## src/rtl/fp_divider_if.sv

```systemverilog
// Start/result handshake for the iterative single-precision divider.
// The master drives the operands and the start request; the slave returns the result.
interface fp_divider_if;
    logic        start;
    logic [31:0] dividendo;
    logic [31:0] divisor;
    logic [31:0] quociente;
    logic        done;
    logic        busy;
    logic        div_zero;

    modport master (
        output start, dividendo, divisor,
        input  quociente, done, busy, div_zero
    );

    modport slave (
        input  start, dividendo, divisor,
        output quociente, done, busy, div_zero
    );
endinterface

```

## src/rtl/fp_divider.sv

```systemverilog
// IEEE-754 single-precision divider: radix-2 restoring mantissa loop with round-to-nearest-even.
// Denormal inputs are flushed to zero, and underflowing results flush to zero.
module fp_divider (
    input logic        clock,
    input logic        reset,
    fp_divider_if.slave bus
);
    localparam logic [2:0] IDLE   = 3'd0;
    localparam logic [2:0] CHECK  = 3'd1;
    localparam logic [2:0] DIVIDE = 3'd2;
    localparam logic [2:0] ROUND  = 3'd3;
    localparam logic [2:0] DONE   = 3'd4;
    localparam logic [31:0] QNAN  = 32'h7FC00000;

    logic [2:0]        state;
    logic [31:0]       a, b;
    logic              s;
    logic signed [9:0] e;
    logic [24:0]       r;
    logic [23:0]       d;
    logic [25:0]       q;
    logic [4:0]        cnt;
    logic [31:0]       quo;
    logic              dz;

    logic              a_zero, b_zero, a_spec, b_spec, sgn;
    logic              ge;
    logic [24:0]       rsel;
    logic [22:0]       f_raw;
    logic              g, st, up;
    logic [23:0]       rnd;
    logic signed [9:0] e_n, e_r;
    logic [31:0]       res;

    assign a_zero = (a[30:23] == 8'd0);
    assign b_zero = (b[30:23] == 8'd0);
    assign a_spec = (a[30:23] == 8'hFF);
    assign b_spec = (b[30:23] == 8'hFF);
    assign sgn    = a[31] ^ b[31];

    assign ge   = (r >= {1'b0, d});
    assign rsel = ge ? (r - {1'b0, d}) : r;

    // Normalise the 26-bit quotient, then round to nearest-even with sticky from the remainder
    always_comb begin
        f_raw = q[23:1];
        g     = q[0];
        st    = |r;
        e_n   = e - 10'sd1;
        if (q[25]) begin
            f_raw = q[24:2];
            g     = q[1];
            st    = q[0] | (|r);
            e_n   = e;
        end
        up  = g & (st | f_raw[0]);
        rnd = {1'b0, f_raw} + {23'd0, up};
        e_r = e_n + $signed({9'd0, rnd[23]});
        if (e_r >= 10'sd255)
            res = {s, 8'hFF, 23'd0};
        else if (e_r <= 10'sd0)
            res = {s, 31'd0};
        else
            res = {s, e_r[7:0], rnd[22:0]};
    end

    always_ff @(posedge clock or posedge reset) begin
        if (reset) begin
            state <= IDLE;
            a     <= '0;
            b     <= '0;
            s     <= 1'b0;
            e     <= '0;
            r     <= '0;
            d     <= '0;
            q     <= '0;
            cnt   <= '0;
            quo   <= '0;
            dz    <= 1'b0;
        end else begin
            unique case (state)
                IDLE: begin
                    if (bus.start) begin
                        a     <= bus.dividendo;
                        b     <= bus.divisor;
                        state <= CHECK;
                    end
                end
                CHECK: begin
                    s   <= sgn;
                    e   <= $signed({2'b0, a[30:23]}) - $signed({2'b0, b[30:23]}) + 10'sd127;
                    r   <= {2'b01, a[22:0]};
                    d   <= {1'b1, b[22:0]};
                    q   <= '0;
                    cnt <= '0;
                    if (a_spec || b_spec) begin
                        quo   <= QNAN;
                        dz    <= 1'b0;
                        state <= DONE;
                    end else if (a_zero && b_zero) begin
                        quo   <= QNAN;
                        dz    <= 1'b0;
                        state <= DONE;
                    end else if (b_zero) begin
                        quo   <= {sgn, 8'hFF, 23'd0};
                        dz    <= 1'b1;
                        state <= DONE;
                    end else if (a_zero) begin
                        quo   <= {sgn, 31'd0};
                        dz    <= 1'b0;
                        state <= DONE;
                    end else begin
                        state <= DIVIDE;
                    end
                end
                DIVIDE: begin
                    r   <= {rsel[23:0], 1'b0};
                    q   <= {q[24:0], ge};
                    cnt <= cnt + 5'd1;
                    if (cnt == 5'd25)
                        state <= ROUND;
                end
                ROUND: begin
                    quo   <= res;
                    dz    <= 1'b0;
                    state <= DONE;
                end
                DONE: state <= IDLE;
                default: state <= IDLE;
            endcase
        end
    end

    assign bus.quociente = quo;
    assign bus.div_zero  = dz;
    assign bus.done      = (state == DONE);
    assign bus.busy      = (state != IDLE);
endmodule

```

## src/flat_wrapper.sv

```systemverilog
// flat-port wrapper written by rule: the top's interface ports become plain ports
module fp_divider_flat 
  (clock, reset, bus_start, bus_dividendo, bus_divisor, bus_quociente, bus_done, bus_busy, bus_div_zero);
  fp_divider_if bus_i ();
  input logic clock;
  input logic reset;
  input wire logic [$bits(bus_i.start)-1:0] bus_start;
  input wire logic [$bits(bus_i.dividendo)-1:0] bus_dividendo;
  input wire logic [$bits(bus_i.divisor)-1:0] bus_divisor;
  output wire logic [$bits(bus_i.quociente)-1:0] bus_quociente;
  output wire logic [$bits(bus_i.done)-1:0] bus_done;
  output wire logic [$bits(bus_i.busy)-1:0] bus_busy;
  output wire logic [$bits(bus_i.div_zero)-1:0] bus_div_zero;
  assign bus_i.start = bus_start;
  assign bus_i.dividendo = bus_dividendo;
  assign bus_i.divisor = bus_divisor;
  assign bus_quociente = bus_i.quociente;
  assign bus_done = bus_i.done;
  assign bus_busy = bus_i.busy;
  assign bus_div_zero = bus_i.div_zero;
  fp_divider u_core (.clock(clock), .reset(reset), .bus(bus_i));
endmodule
```

## config.mk

```make
export PLATFORM = sky130hd
export DESIGN_NAME = fp_divider_flat
export DESIGN_NICKNAME = d
export VERILOG_FILES = /design/src/rtl/fp_divider_if.sv /design/src/rtl/fp_divider.sv /design/src/flat_wrapper.sv
export SDC_FILE = /design/constraint.sdc
export NUM_CORES = 1
export LEC_CHECK = 0
export BUFFER_PORTS_ARGS = -buffer_cell sky130_fd_sc_hd__buf_2
export CAP_MARGIN = 10
export CELL_PAD_IN_SITES_DETAIL_PLACEMENT = 0
export CELL_PAD_IN_SITES_GLOBAL_PLACEMENT = 2
export CORE_MARGIN = 10
export CORE_UTILIZATION = 38
export CTS_CLUSTER_DIAMETER = 30
export DETAILED_ROUTE_END_ITERATION = 10
export GPL_ROUTABILITY_DRIVEN = 0
export PLACE_DENSITY_LB_ADDON = 0.1
export SYNTH_ARGS = -nofsm -noshare
export SYNTH_HDL_FRONTEND = slang
export SYNTH_SLANG_ARGS = --single-unit
```

## constraint.sdc

```tcl
create_clock -name clock -period 6.2 [get_ports clock]
set_clock_uncertainty 0.2 [all_clocks]
set_input_delay 0.31 -clock clock [delete_from_list [all_inputs] [get_ports clock]]
set_output_delay 0.31 -clock clock [all_outputs]
set_load 0.005 [all_outputs]
```

==> run_results.csv, run 1 <==
group,metric,value,unit
global_route,grt_max_degree,136,
cells_and_area,antenna_cells,0,
yosys,synth_area,0.0107,mm²
global_route,grt_pass1_vias,8822,
sta,timing.fmax,0.219,GHz
placement,placed_cells,1550,
yosys,syn_nets,1227,
yosys,ys_warn_count,0,
critical_path,critPathCaptureType,"register",
critical_path,startpoint_type,"register",
cells_and_area,stdcell_count,1647,
global_route,grt_pass1_wl,46300,µm
job,cap_viol_max_count,0,
critical_path,cpMostUsedCell,"and3_1",
yosys,synthAdderAreaFrac,0.0493,
pwr,power.density,554,mW/mm²
route,ant_nets,0,
yosys,synth_edf_count,0,
route,drc,0,
route,drtPass1Iterations,4,
yosys,syn-instance-count,1119,
cts,cts_root_buffer,"clkbuf_16",
placement,port_buffers,101,
yosys,synth_area_leader_cell,"dfrtp_1",
critical_path,slowest_delay,0.57,ns
sta,relSlewSlack,0.294,
global_route,track_usage,0.157,
floorplan,io_pins,102,
sta,drv_slew,0,
global_route,antenna_found_initial,0,
critical_path,critPathBufInv,1,
route,viasPerCell,5.18,
pwr,ir_drop,0.238,mV
yosys,synth_async_sr_flop_share,1.00,
critical_path,critical_path_arrival,4.70,ns
yosys,synth_top_area_frac,0.446,
sta,final_hold_viol_count,0,
floorplan,die_w,188,µm
yosys,synth_flop_cell,"dfrtp_1",
floorplan,coreArea,0.0278,mm²
sta,rsz0062_at_grt,"false",
cells_and_area,nNetsFinal,1364,
cells_and_area,drive_gt1_frac,0.183,
yosys,avgSynthCellArea,9.57,µm²
route,drtIter0Drc,441,
global_route,grt_remaining_overflow,0,
critical_path,critPathTopFamily,"simple AND/OR/NAND/NOR gates",
placement,hpwl,19000,µm
yosys,synth.area.top_cells,"dfrtp_1 45%, mux2_2 6.6%, nand2_1 5.7%, ha_1 4.6%, xnor2_1 3.4%",
min_path,hp-class,"input pin to register",
floorplan,start_util,0.386,
sta,whs,0.152,ns
critical_path,crit_path_top_delay_cell,"dfrtp_2",
route,finalWirelength,27300,µm
cells_and_area,seq_area,0.00478,mm²
yosys,synth_cell_types,69,
cts,cts_resized,0,
cells_and_area,layout_common_cells,"190 x dfrtp_1, 164 x nand2_1, 101 x buf_2",
cells_and_area,final_common_cell,"dfrtp_1",
yosys,synth_simple_gate_area_share,0.158,
yosys,synth_compound_area_frac,0.169,
cells_and_area,fill_cells,2781,
sta,final.setup.tns,0,ns
yosys,synth_mux_area_frac,0.0784,
critical_path,required,6.33,ns
pwr,p_leak,5.59,nW
cts,htree_levels,4,
yosys,ys_seq_elements,191,
yosys,synthXorXnorAreaFrac,0.0588,
cts,cts_made_buffers,17,
floorplan,dieArea,0.0353,mm²
sta,post-route-min-period,4.57,ns
cells_and_area,syn_to_final_growth,19.7,%
cts,clk_pin_slew,0.07,ns
floorplan,num_rows,61,
cts,cts.sinks,191,
route,wl_per_cell,16.6,µm
critical_path,critPathMaxFanout,23,
cts,cts_tree,"built",
critical_path,cp_cell_sequence,"nand2b_1 -> a21oi_1 -> and3_1 -> and3_1 -> nand2_1 -> a211o_1 -> nor2_1 -> ha_1 -> o31ai_2 -> nor3_2 -> o211ai_1 -> xor2_1 -> and3_1 -> o2111ai_2 -> buf_4 -> o41ai_2",
pwr,power,7.11,mW
run_status,status,"finished clean",
route,via_count,8525,
floorplan,die_h,188,µm
sta,timing.final.crit_share,0.737,
critical_path,crit_type,"register to register",
cts,clk_path_buf_depth,2,
sta,worstMarginPinSlew,1.06,ns
sta,setup_violations,0,
cells_and_area,multi_input_area,0.00552,mm²
yosys,seq_area_frac_synth,0.446,
cts,clkLatencyLatePin,0.44,ns
yosys,synth_top_family_by_area,"compound AO/OA/AOI/OAI gates",
metal layers:
layer  track usage  vias to the layer above  share of wire
met4        0.0348                        0          0.010
met2         0.263                      101           0.48
li1              -                     4266              -
met3        0.0258                       17          0.027
met5             0                        -              0
met1         0.208                     4141           0.49
flip-flops by register name, indices dropped and copies added (netlist names):
| name | count |
|---|---|
| u_core.bus.div_zero | 1 |
| u_core.q | 26 |
| u_core.s | 1 |
| u_core.a | 32 |
| u_core.r | 25 |
| u_core.cnt | 5 |
| u_core.bus.quociente | 32 |
| u_core.d | 24 |
| u_core.state | 3 |
| u_core.b | 32 |
| u_core.e | 10 |
layout make-up:
class	instances	share of cell area
Timing Repair Buffer	179	0.0978
Clock inverter	15	0.0131
Clock buffer	17	0.0332
Sequential cell	191	0.373
Tap cell	378	0.0369
Multi-Input combinational cell	816	0.431
Inverter	51	0.0155
per-stage QoR:
step                      worst slack, ns  area (µm²)   util
after floorplan                     0.491       10700      -
after global placement               1.66       11600  0.417
after detailed placement             1.59       11600  0.417
after CTS                            1.57       12800  0.462
after global routing                 1.24       12800  0.462
final                                1.63       12800  0.462
worst register-to-register path: stages, from the launching register on:
cell       delay [ns]
dfrtp_2          0.57
nand2b_1         0.27
a21oi_1          0.20
and3_1           0.33
and3_1           0.24
nand2_1          0.12
a211o_1          0.32
nor2_1           0.12
ha_1             0.19
o31ai_2          0.16
nor3_2           0.31
o211ai_1         0.16
xor2_1           0.16
and3_1           0.32
o2111ai_2        0.17
buf_4            0.26
o41ai_2          0.37
final timing paths:
path | startpoint | endpoint | slack, ns | cells past startpoint
worst min-delay path | bus_start | u_core.state[0] | 0.15 | 4
max in group asynchronous | reset | u_core.d[5] | 4.11 | 4
worst min register to register | u_core.d[23] | u_core.d[23] | 0.25 | 2
min in group asynchronous | reset | u_core.b[17] | 0.37 | 3
worst max-delay path | u_core.q[25] | u_core.bus.quociente[4] | 1.63 | 16
worst max register to register | u_core.q[25] | u_core.bus.quociente[4] | 1.63 | 16
power by group:
part	internal (mW)	total, mW	switching [mW]
Combinational	1.63	3.81	2.18
Clock	0.577	1.13	0.555
Sequential	1.74	2.17	0.426
kinds of logic after synthesis:
| family | count (synthesis) |
|---|---|
| AOI/OAI and AO/OA | 280 |
| adders and majority gates | 41 |
| and+or+nand+nor | 348 |
| muxes | 76 |
| xor gates and xnor gates | 71 |
| DFF | 191 |
| buffers and inverters | 112 |
cells in the mapped netlist (all sizes together) (3+ instances only):
library cell,instances
nor2,44
o22ai,22
a2111oi,3
buf,12
nand2,164
a22o,22
inv,50
o31a,3
ha,39
o211ai,4
nor4,14
a221oi,3
a21o,15
and3,12
mux2i,13
a21boi,6
o31ai,8
nor3b,8
o41ai,3
nor2b,11
a21oi,46
dfrtp,191
a31oi,20
a211oi,10
nor4b,5
nand4,11
nand2b,8
nor3,20
and4,5
clkbuf,49
mux2,63
o21ai,93
o21bai,4
or3,6
xnor2,43
nand3,30
and2,3
xor2,28
repair_timing:
action                                 in CTS  in global routing
endpoints found under the hold margin     198                  0
buffers inserted                            0                  0
hold buffers                               65                  0
Note: power is estimated with default switching activity, not from simulation.
==> run 2, diff against run 1 <==
Clock period 6.2 ns to 4.5 ns, I/O delays scaled along.
==> run 2 against run 1 <==
Die area unchanged. Sequential share of layout area down 0.48 points. Combinational power is 40% higher. Cell count increased by 1.2%. Highest routed layer unchanged.
==> run_results.csv, run 2 (same netlist as run 1, synthesis figures left out) <==
group,metric,value,unit
cells_and_area,drive_gt1_frac,0.199,
pwr,p_leak,5.68,nW
min_path,hold_depth,4,
run_status,status,"finished clean",
sta,final_hold_viol_count,0,
cells_and_area,layout_common_cells,"190 x dfrtp_1, 164 x nand2_1, 101 x buf_2",
critical_path,critPathBufInv,1,
sta,timing.fmax,0.238,GHz
global_route,grt_pass1_vias,9046,
global_route,antenna_found_initial,0,
cells_and_area,fin_util,0.468,
floorplan,num_rows,61,
placement,port_buffers,101,
critical_path,crit_type,"register to register",
floorplan,io_pins,102,
critical_path,critPathCaptureType,"register",
cells_and_area,final_common_cell,"dfrtp_1",
min_path,hp-class,"input pin to register",
cells_and_area,syn_to_final_growth,21.3,%
floorplan,coreArea,0.0278,mm²
cells_and_area,fill_cells,2728,
critical_path,r2r_setup_slack,0.31,ns
route,drtPass1Iterations,5,
cts,htree_levels,4,
sta,timing.final.crit_share,0.932,
sta,final.setup.tns,0,ns
global_route,grt_remaining_overflow,0,
job,cap_viol_max_count,0,
critical_path,cpMostUsedCell,"nand2_1",
global_route,grt_pass1_wl,47100,µm
critical_path,critPathTopFamily,"simple AND/OR/NAND/NOR gates",
critical_path,critPathMaxFanout,23,
floorplan,die_w,188,µm
route,drtIter0Drc,490,
cts,clkLatencyLatePin,0.43,ns
critical_path,slowest_delay,0.57,ns
critical_path,critical_path_arrival,4.33,ns
cts,cts_tree,"built",
cts,cts.sinks,191,
pwr,power.density,754,mW/mm²
global_route,grt_max_degree,135,
route,drc,0,
cts,cts_root_buffer,"clkbuf_16",
cells_and_area,antenna_cells,0,
route,finalWirelength,27800,µm
route,ant_nets,0,
sta,setup_violations,0,
critical_path,rr_worst_depth,17,
global_route,track_usage,0.161,
floorplan,start_util,0.386,
cts,clk_path_buf_depth,2,
sta,relSlewSlack,0.361,
route,wl_per_cell,16.7,µm
pwr,ir_drop,0.322,mV
sta,drv_slew,0,
sta,rsz0062_at_grt,"false",
floorplan,die_h,188,µm
sta,post-route-min-period,4.19,ns
critical_path,cp_num_cells,17,
cts,clk_pin_slew,0.07,ns
critical_path,startpoint_type,"register",
critical_path,required,4.63,ns
floorplan,dieArea,0.0353,mm²
placement,hpwl,19500,µm
critical_path,cp_cell_sequence,"nand2b_1 -> a21oi_2 -> and4_1 -> and3_1 -> nand2_1 -> a211o_1 -> nor2_1 -> ha_1 -> ha_1 -> and2_2 -> nand2_1 -> a221oi_2 -> xnor2_2 -> nand2_1 -> o2111ai_2 -> buf_6 -> o41ai_2",
route,via_count,8606,
cells_and_area,nNetsFinal,1384,
route,viasPerCell,5.16,
sta,worstMarginPinSlew,0.956,ns
cts,cts_made_buffers,17,
critical_path,crit_path_top_delay_cell,"dfrtp_4",
[run 2: tightest hold or removal path: cells and delay by family]
family | cells | cell delay (ns)
AOI/OAI and AO/OA | 1 | 0.15
buffers and inverters | 2 | 0.17
and+or+nand+nor | 1 | 0.12
[run 2: cell type report]
type | count | area [µm²] | area share
tap | 378 | 473 | 0.0364
sequential | 191 | 4780 | 0.368
inverter | 51 | 195 | 0.0150
multi-input combinational | 816 | 5550 | 0.427
clock buffer | 17 | 425 | 0.0327
timing repair buffer | 199 | 1440 | 0.110
clock inverter | 15 | 129 | 0.00992
[run 2: final timing paths]
kind | end | start
setup reg to reg | u_core.bus.quociente[7] | u_core.q[25]
setup / recovery | u_core.bus.quociente[7] | u_core.q[25]
max in group asynchronous | u_core.q[25] | reset
hold / removal | u_core.state[0] | bus_start
min in group asynchronous | u_core.b[16] | reset
hold reg to reg | u_core.d[23] | u_core.d[23]
[run 2: where the power goes]
group	switching [mW]	total, mW	internal (mW)
Clock	0.730	1.46	0.727
Combinational	3.02	5.34	2.32
Sequential	0.601	3.00	2.40
Total	4.35	9.80	5.45
[run 2: through the flow]
step / area [µm²] / worst slack (ns) / instances / total power, mW / hold WS (ns)
finish: 13000 / 0.305 / 1667 / 9.80 / 0.0821
global route: 13000 / 0.0114 / 1667 / 10.8 / 0.102
detailed placement: 11700 / 0.0827 / 1562 / 8.35 / -0.0781
CTS: 12900 / 0.0644 / 1660 / 9.90 / 0.0502
floorplan: 10700 / 0.150 / 1119 / 6.92 / 0.142
global placement: 11700 / 0.167 / 1562 / 8.33 / -0.0785
[run 2: timing repair]
item / CTS / global route
endpoints found under the setup margin: 0 / 24
buffers inserted: 0 / 7
hold buffers: 66 / 0
resized for setup: 0 / 9
endpoints found under the hold margin: 255 / 0
[run 2: metal layers]
metal	global-route usage	share of wire
met4	0.0366	0.011
met5	0	0
met1	0.208	0.47
met3	0.0288	0.027
met2	0.273	0.49
==> run 3, diff against run 2 <==
Settings changed: CAP_MARGIN 10 to 5, CORE_UTILIZATION 38 to 34.
Clock period 4.5 ns to 3.7 ns, I/O delays scaled along.
==> run 3 against run 2 <==
Clock power grew 34%. Design area rose by 6.3%. Power is 29% higher. Critical path depth grew 1. Cell count is 4.7% higher. The run now ends with negative setup slack left. Sequential share of layout area is 2.2 points lower. Critical path type unchanged. Global-route usage down 0.48 points. Die area rose by 10%. Register-to-register slack got worse by 0.35 ns.
==> run_results.csv, run 3 (same netlist as run 1, synthesis figures left out) <==
group,metric,value,unit
run_status,status,"finished, violations left",
run_status,failed_checks,"negative setup slack",
pwr,ir_drop,0.415,mV
cts,cts_made_buffers,17,
route,via_count,8882,
sta,setup_violations,14,
critical_path,crit_path_top_delay_cell,"dfrtp_2",
route,viasPerCell,5.09,
min_path,hp-class,"input pin to register",
critical_path,crit_type,"register to register",
critical_path,cp_cell_sequence,"nand2b_4 -> a21oi_4 -> and3_4 -> and3_4 -> nand2_4 -> a211o_1 -> nor2_2 -> ha_2 -> ha_4 -> and2_4 -> nand2_4 -> a221oi_4 -> xnor2_4 -> nand2_2 -> o2111ai_4 -> buf_12 -> buf_8 -> o21ai_2",
cts,cts_tree,"built",
critical_path,reg2reg_from,"u_core.q[25]",
route,drc,0,
sta,timing.final.crit_share,1.01,
floorplan,coreArea,0.0308,mm²
route,wl_per_cell,16.8,µm
job,cap_viol_max_count,0,
pwr,power,12.6,mW
sta,final.setup.tns,-0.496,ns
critical_path,critical_path_arrival,3.88,ns
global_route,grt_pass1_vias,9198,
global_route,grt_max_degree,73,
critical_path,r2r-end,"u_core.bus.quociente[0]",
cells_and_area,nNetsFinal,1444,
floorplan,start_util,0.347,
floorplan,num_rows,64,
global_route,antenna_found_initial,0,
cells_and_area,drive_gt1_frac,0.259,
cells_and_area,final_common_cell,"dfrtp_1",
min_path,worst_hold_startpoint,"bus_start",
cells_and_area,stdcell_count,1745,
cells_and_area,antenna_cells,0,
route,drtPass1Iterations,4,
cts,cts.sinks,191,
cells_and_area,layout_common_cells,"190 x dfrtp_1, 159 x nand2_1, 101 x buf_2",
placement,port_buffers,101,
floorplan,die_h,197,µm
min_path,hold_path_end,"u_core.state[0]",
critical_path,slowest_delay,0.48,ns
floorplan,io_pins,102,
placement,hpwl,21100,µm
critical_path,critPathBufInv,2,
floorplan,die_w,197,µm
critical_path,required,3.84,ns
floorplan,dieArea,0.0390,mm²
sta,timing.fmax,0.267,GHz
cells_and_area,syn_to_final_growth,28.9,%
pwr,power.density,915,mW/mm²
min_path,hold_depth,4,
critical_path,critPathTopFamily,"simple AND/OR/NAND/NOR gates",
global_route,grt_remaining_overflow,0,
sta,fin_ws,-0.0416,ns
critical_path,r2r_setup_slack,-0.04,ns
route,ant_nets,0,
cts,clk_path_buf_depth,2,
placement,placed_cells,1632,
pwr,p_leak,6.10,nW
sta,rsz0062_at_grt,"true",
critical_path,rr_worst_depth,18,
cts,cts_root_buffer,"clkbuf_16",
sta,worstMarginPinSlew,0.685,ns
cts,htree_levels,4,
route,drtIter0Drc,355,
sta,final_hold_viol_count,0,
cells_and_area,fill_cells,3033,
global_route,track_usage,0.156,
sta,drv_slew,0,
sta,relSlewSlack,0.543,
sta,whs,0.0323,ns
global_route,grt_pass1_wl,49200,µm
critical_path,critPathLaunch,"u_core.q[25]",
sta,post-route-min-period,3.74,ns
critical_path,startpoint_type,"register",
route,finalWirelength,29300,µm
critical_path,critPathCaptureType,"register",
cts,clkLatencyLatePin,0.45,ns
cts,clk_pin_slew,0.07,ns
critical_path,critPathMaxFanout,8,
-- run 3: cell types whose count changed in the layout (fill, tap and decap cells not counted), sizes merged --
cell / change
buf: +61
clkbuf: +4
inv: -4
bufinv: +3
clkinv: -2
clkinvlp: -1
dlygate4sd3: -1
-- run 3: routing by layer --
layer  vias to the layer above  share of wire  GRT usage
li1                       4430              -          -
met2                        82           0.50      0.267
met3                        22          0.028     0.0322
met5                         -              0          0
met4                         0          0.013     0.0401
met1                      4348           0.46      0.196
-- run 3: metrics by stage --
stage | setup WS [ns] | cell area (µm²) | util
after floorplan | -0.111 | 10800 | -
after detailed placement | -0.173 | 12200 | 0.397
after global placement | -0.0765 | 12200 | 0.397
final | -0.0416 | 13800 | 0.448
after CTS | -0.0401 | 13700 | 0.444
after global routing | -0.259 | 13800 | 0.448
-- run 3: report_power, final --
part	total (mW)	switching [mW]	internal [mW]
sequential	3.62	0.700	2.92
clock	1.95	0.843	1.11
combinational	7.06	3.87	3.19
total	12.6	5.41	7.22
-- run 3: final cells by class --
class / instances / area (µm²) / area share
clock buffers: 21 / 460 / 0.0333
clock inverters: 11 / 155 / 0.0112
inverters: 51 / 195 / 0.0141
multi-input cells: 816 / 5760 / 0.417
flip-flops and latches: 191 / 4780 / 0.346
well taps: 396 / 495 / 0.0359
repair buffers: 259 / 1970 / 0.142
-- run 3: how the worst max path moves through the flow --
stage / to / slack [ns] / cells past startpoint
after floorplan: u_core.bus.quociente[12] / -0.11 / 21
after global placement: u_core.bus.quociente[0] / -0.08 / 18
after detailed placement: u_core.bus.quociente[2] / -0.17 / 18
after CTS: u_core.bus.quociente[16] / -0.04 / 18
after global routing: u_core.bus.quociente[5] / -0.26 / 18
final: u_core.bus.quociente[0] / -0.04 / 18
-- run 3: tightest hold or removal path, cell delays in order --
cell and delay (ns):
buf_2 0.07, inv_1 0.09, a2bb2oi_1 0.15, nor3_1 0.12
-- run 3: what timing repair did --
| item | CTS | global route |
|---|---|---|
| pin swaps | 11 | 3 |
| gates cloned | 1 | 0 |
| hold endpoints to repair | 81 | 0 |
| setup endpoints to repair | 30 | 31 |
| hold buffers | 65 | 0 |
| gates resized for setup | 19 | 25 |
| buffers inserted | 12 | 4 |
